**config.mk**
```make
export PLATFORM = sky130hd
export DESIGN_NAME = hd_serial_capture
export DESIGN_NICKNAME = d
export VERILOG_FILES = /design/src/rtl/hd_pkg.sv /design/src/rtl/hd_slot_bank.sv /design/src/rtl/hd_serial_capture.sv
export SDC_FILE = /design/constraint.sdc
export NUM_CORES = 1
export LEC_CHECK = 0
export ABC_AREA = 1
export CAP_MARGIN = 25
export CORE_MARGIN = 10
export CORE_UTILIZATION = 51
export CTS_CLUSTER_DIAMETER = 80
export DETAILED_ROUTE_END_ITERATION = 8
export PLACE_DENSITY_LB_ADDON = 0.08
export SYNTH_ARGS = -nofsm -noshare
export SYNTH_HDL_FRONTEND = slang
export SYNTH_SLANG_ARGS = --single-unit
```
**constraint.sdc**
```tcl
create_clock -name T3 -period 1.5 [get_ports T3]
set_input_delay 0.45 -clock T3 [delete_from_list [all_inputs] [get_ports T3]]
set_output_delay 0.45 -clock T3 [all_outputs]
set_load 0.005 [all_outputs]
```
**src/rtl/hd_pkg.sv**
```systemverilog
// Shared types and controller constants for the serial-capture block.
package hd_pkg;

    localparam int STATE_W = 2;

    typedef enum logic [STATE_W-1:0] {
        ST_IDLE  = 2'd0,
        ST_SHIFT = 2'd1,
        ST_DRAIN = 2'd2,
        ST_DONE  = 2'd3
    } state_e;

    // Shift microstep R + R + CIN: ALU function, mode and carry-in the
    // controller drives while shift_req is high.
    localparam logic [3:0] SHIFT_ALU_S = 4'b1001;
    localparam logic       SHIFT_ALU_M = 1'b0;
    localparam logic       SHIFT_CIN   = 1'b1;

    // Source/destination select for the shift microstep (R3 onto itself).
    localparam logic [3:0] SHIFT_SEL   = 4'b1111;

endpackage

```
**src/rtl/hd_slot_bank.sv**
```systemverilog
// DEPTH x WIDTH capture slots: single write port, bulk clear, safe readout.
module hd_slot_bank #(
    parameter int WIDTH  = 8,
    parameter int DEPTH  = 4,
    parameter int SLOT_W = 2
) (
    input  logic              clk_i,
    input  logic              rst_i,
    input  logic              we_i,
    input  logic [SLOT_W-1:0] waddr_i,
    input  logic [WIDTH-1:0]  wdata_i,
    input  logic              clear_all_i,
    input  logic [SLOT_W-1:0] raddr_i,
    output logic [WIDTH-1:0]  rdata_o
);

    logic [WIDTH-1:0] mem_q [DEPTH];

    // Slot update: the addressed write beats clear_all; an out-of-range
    // write address matches no slot and is dropped.
    always_ff @(posedge clk_i) begin
        for (int i = 0; i < DEPTH; i++) begin
            if (rst_i) begin
                mem_q[i] <= '0;
            end else if (we_i && (waddr_i == SLOT_W'(i))) begin
                mem_q[i] <= wdata_i;
            end else if (clear_all_i) begin
                mem_q[i] <= '0;
            end
        end
    end

    // Readout mux; addresses with no backing slot read as zero.
    always_comb begin
        rdata_o = '0;
        for (int i = 0; i < DEPTH; i++) begin
            if (raddr_i == SLOT_W'(i)) begin
                rdata_o = mem_q[i];
            end
        end
    end

endmodule

```
**src/rtl/hd_serial_capture.sv**
```systemverilog
// Serial capture sequencer: drives WIDTH shift microsteps, samples the
// carry after each, assembles a word and commits it into one slot.
//
// Handshake: start is a request with no ready; it is taken only in IDLE
// and is dropped (not queued) in any other state. slot and lsb_first are
// latched with the accepted start. done (with stop) is a one-cycle pulse
// in the cycle after the commit edge; start is taken again the cycle after.
module hd_serial_capture
    import hd_pkg::*;
#(
    parameter int WIDTH  = 8,
    parameter int DEPTH  = 4,
    parameter int SLOT_W = (DEPTH > 1) ? $clog2(DEPTH) : 1,
    parameter int CNT_W  = $clog2(WIDTH + 1)
) (
    input  logic               T3,
    input  logic               CLR,
    input  logic               start,
    input  logic [SLOT_W-1:0]  slot,
    input  logic               lsb_first,
    input  logic               C,
    input  logic               clear_all,
    input  logic [SLOT_W-1:0]  rd_slot,
    output logic               shift_req,
    output logic               stop,
    output logic               busy,
    output logic               done,
    output logic [CNT_W-1:0]   count,
    output logic [WIDTH-1:0]   disp_data,
    output logic [STATE_W-1:0] dbg_state
);

    state_e              state_q;
    logic [CNT_W-1:0]    beat_q;
    logic [CNT_W-1:0]    count_q;
    logic [WIDTH-1:0]    buf_q;
    logic [WIDTH-1:0]    buf_d;
    logic [SLOT_W-1:0]   slot_q;
    logic                lsb_q;
    logic                shift_req_q;
    logic                stop_q;
    logic                busy_q;
    logic                done_q;
    logic                cap_en;
    logic                commit;
    logic [CNT_W-1:0]    bit_idx;

    // Capture path: C lags its shift by one cycle, so beat 0 captures
    // nothing and DRAIN picks up the last bit. The commit writes buf_d so
    // that final bit lands in the slot on the same edge.
    always_comb begin
        cap_en  = ((state_q == ST_SHIFT) && (beat_q != '0)) || (state_q == ST_DRAIN);
        commit  = (state_q == ST_DRAIN);
        bit_idx = lsb_q ? count_q : (CNT_W'(WIDTH - 1) - count_q);
        buf_d   = buf_q;
        if (cap_en) begin
            for (int i = 0; i < WIDTH; i++) begin
                if (CNT_W'(i) == bit_idx) begin
                    buf_d[i] = C;
                end
            end
        end
    end

    // Sequencer FSM with registered handshake outputs.
    always_ff @(posedge T3) begin
        if (CLR) begin
            state_q     <= ST_IDLE;
            beat_q      <= '0;
            count_q     <= '0;
            buf_q       <= '0;
            slot_q      <= '0;
            lsb_q       <= 1'b0;
            shift_req_q <= 1'b0;
            stop_q      <= 1'b0;
            busy_q      <= 1'b0;
            done_q      <= 1'b0;
        end else begin
            done_q <= 1'b0;
            stop_q <= 1'b0;
            buf_q  <= buf_d;
            if (cap_en) begin
                count_q <= count_q + CNT_W'(1);
            end
            case (state_q)
                ST_IDLE: begin
                    if (start) begin
                        state_q     <= ST_SHIFT;
                        slot_q      <= slot;
                        lsb_q       <= lsb_first;
                        count_q     <= '0;
                        buf_q       <= '0;
                        beat_q      <= '0;
                        shift_req_q <= 1'b1;
                        busy_q      <= 1'b1;
                    end
                end
                ST_SHIFT: begin
                    beat_q <= beat_q + CNT_W'(1);
                    if (beat_q == CNT_W'(WIDTH - 1)) begin
                        state_q     <= ST_DRAIN;
                        shift_req_q <= 1'b0;
                    end
                end
                ST_DRAIN: begin
                    state_q <= ST_DONE;
                    busy_q  <= 1'b0;
                    done_q  <= 1'b1;
                    stop_q  <= 1'b1;
                end
                ST_DONE: begin
                    state_q <= ST_IDLE;
                    count_q <= '0;
                end
                default: begin
                    state_q <= ST_IDLE;
                end
            endcase
        end
    end

    hd_slot_bank #(
        .WIDTH  (WIDTH),
        .DEPTH  (DEPTH),
        .SLOT_W (SLOT_W)
    ) u_bank (
        .clk_i       (T3),
        .rst_i       (CLR),
        .we_i        (commit),
        .waddr_i     (slot_q),
        .wdata_i     (buf_d),
        .clear_all_i (clear_all),
        .raddr_i     (rd_slot),
        .rdata_o     (disp_data)
    );

    assign shift_req = shift_req_q;
    assign stop      = stop_q;
    assign busy      = busy_q;
    assign done      = done_q;
    assign count     = count_q;
    assign dbg_state = state_q;

endmodule

```
==> results.txt <==
Final net count - 433
Hold Slack - 0.494 ns
Clk pin slew, worst setup/hold paths - 0.10 ns
Starting Density - 52.7%
Hpwl dp - 4.76 mm
Rel. slew slack - 76.3%
Final worst setup slack - -0.113 ns
Syn_area_per_cell - 8.21 sq um
Lkg Pwr - 0.00171 uW
Gr ovfl total - 0
H-tree Lvls - 2
Layout Skew - 0.0123 ns
P_int - 3600 uW
Max Cap Viol - 0
Worst path arrival time - 1.77 ns
GP Congestion - 0.881
Clock latency at the later pin of the worst-skew pair - 0.32 ns
Kind of critical path - reg -> reg
First-pass GRT wire length - 11.9 mm
Vias per Instance - 5.43
Port Buf Inserts - 27
CP cell instances - buf_4 -> inv_1 -> nand2_1 -> nand2_1 -> nor2_4 -> nand3_2 -> nand2_1 -> nand2_4 -> nor2_1
Reg power frac - 32.2%
CP startpoint kind - flip-flop
Worst Hold Class - reg -> reg
CP Capture Type - flip-flop
Crit-path max cell delay - 0.35 ns
Status - finished with violations
Switch share - 40.0%
Syn_nets - 344
Root buf cell - clkbuf_8
CP dominant cell by count - nand2_1
Slew Viols, Final - 0
Worst Tran Pin Value - 0.355 ns
Setup violators final - 81
Vias in the first global route - 2582
Final hold viol count - 0
CTS Buffer Depth - 2
Synth Register Bits - 56
Pre-antenna DRT Iters - 4
CTS tree - yes
DR WL/cell - 17.6 um
Initial DRC Count - 168
Ant. Diodes - 0
Number of buffers created by CTS - 5
Register area share after synthesis - 53.5%
Via count - 2649
Width of the die - 92.7 um
Layout cells sized above 1 - 49.8%
CTS sink cnt - 56
Maximum VDD drop - 0.00114 V
Core area - 5110 sq um
Num ports - 28
Multi-input gate area - 1710 sq um
TNS Setup - -3.40 ns
Clock power frac - 16.7%
P per Cell Area - 1400 nW/um^2
FP Rows - 26
RSZ-0062 raised after global routing - yes
Post-route DRC - 0
Antenna violations before repair - 0
Largest net degree at the start of global routing - 17
Logic pwr share - 51.2%
Final wirelength - 8.58 mm
Synthesized instance count - 328
F_max - 0.620 GHz
Violated checks - negative setup slack
Post-route clock period utilization - 108%
Crit Path Max Fanout - 5
Worst EP required - 1.66 ns
Area grow syn2layout - 58.4%
Synth unique cells - 24
NetSw - 2390 uW
Worst path slowest cell - dfxtp_4
Fin crit period - 1.61 ns
Die area - 8590 sq um
Reg area - 1460 sq um
FILL cells - 305
YS warnings - 0
Total track usage - 16.9%
DRT antenna net count - 0
Synthesized area - 2690 sq um
Die height - 92.7 um
CTS Hold Bufs - 0
[cells in the mapped netlist, drive strengths merged]
library cell | instances | share of area, %
a21oi | 15 | 2.8
o21ai | 10 | 2.0
nand3b | 1 | 0.28
a211oi | 2 | 0.56
nand3 | 30 | 5.9
nand2 | 84 | 13
edfxtp | 32 | 36
o31ai | 1 | 0.28
buf | 2 | 0.70
clkbuf | 2 | 0.28
inv | 35 | 4.9
nand4 | 8 | 1.9
dfxtp | 24 | 18
clkinv | 1 | 0.14
ha | 6 | 2.8
nor2 | 69 | 9.8
nor3 | 6 | 1.1
[sequential cells by signal, indices dropped and copies added (netlist names)]
register	count
u_bank.mem_q	32
buf_q	8
beat_q	4
count	4
dbg_state	2
slot_q	2
busy	1
done	1
lsb_q	1
shift_req	1
[layer usage]
layer | up-vias | routed length, um | GRT usage [%]
li1 | 1263 | - | -
met1 | 1267 | 3170 | 18.5
met2 | 87 | 4630 | 30.2
met3 | 32 | 452 | 4.76
met4 | 0 | 337 | 6.17
met5 | - | 0 | 0
[power by group through the flow]
| stage | Combinational, uW | Clock (uW) | Sequential (uW) |
|---|---|---|---|
| floorplan | 988 | 0 | 1930 |
| global placement | 1750 | 0 | 1930 |
| detailed placement | 1770 | 0 | 1930 |
| finish | 3070 | 998 | 1930 |
| global route | 3280 | 1050 | 1940 |
| CTS | 2200 | 983 | 1910 |
[path summary, 6_finish.rpt]
| kind | depth (start not counted) | slack (ns) | end | start |
|---|---|---|---|---|
| worst max-delay path | 9 | -0.11 | u_bank.mem_q[0][2]$_SDFFCE_PP0P_ | count[2]$_SDFF_PP0_ |
| worst min-delay path | 2 | 0.49 | shift_req$_SDFFE_PP0P_ | shift_req$_SDFFE_PP0P_ |
| worst max register to register | 9 | -0.11 | u_bank.mem_q[0][2]$_SDFFCE_PP0P_ | count[2]$_SDFF_PP0_ |
| worst min register to register | 2 | 0.49 | shift_req$_SDFFE_PP0P_ | shift_req$_SDFFE_PP0P_ |
[stage by stage]
stage	instance area, sq um	total power [uW]	utilization [%]	std cells	setup slack [ns]
after floorplan	2710	2920	-	328	0.00787
after global placement	3320	3680	65.0	458	-0.874
after detailed placement	3320	3710	65.0	458	-0.922
after CTS	3760	5090	73.6	480	-0.0852
after global routing	4270	6270	83.5	488	-0.199
final	4270	5990	83.5	488	-0.113
[layout by cell type, fill, tap and decap left out, drive strengths merged, types with 7 or more instances in the layout]
| master | instances |
|---|---|
| edfxtp | 32 |
| nand2 | 86 |
| inv | 33 |
| a21oi | 15 |
| dfxtp | 24 |
| buf | 67 |
| clkdlybuf4s50 | 7 |
| clkbuf | 7 |
| nand4 | 8 |
| dlygate4sd2 | 8 |
| o21ai | 10 |
| nand3 | 30 |
| nor2 | 69 |
[layout make-up]
| class | instances | area share [%] |
|---|---|---|
| clock inverter | 1 | 0.704 |
| multi-input combinational | 234 | 40.0 |
| tap | 70 | 2.05 |
| sequential | 56 | 34.2 |
| timing repair buffer | 84 | 17.4 |
| clock buffer | 7 | 1.79 |
| inverter | 36 | 3.90 |
[worst max-delay path, delay by kind of cell (launching register included)]
| family | cells | cell delay [ns] |
|---|---|---|
| and+or+nand+nor | 7 | 0.89 |
| DFF | 1 | 0.35 |
| buffers and inverters | 2 | 0.20 |
[kinds of logic after synthesis]
kind of cell / after synthesis / share of synthesized area [%]
buf+inv: 40 / 5.99
flops: 56 / 53.5
fa+ha+maj: 6 / 2.79
simple gates: 198 / 32.1
compound gates: 28 / 5.62
[what timing repair did]
item | CTS | global route
setup endpoints to repair | 93 | 91
gates cloned | 2 | 0
resized for setup | 133 | 120
hold endpoints to repair | 0 | 0
setup buffers | 12 | 8
pin swaps | 18 | 38
(Power assumes the default switching activity.)
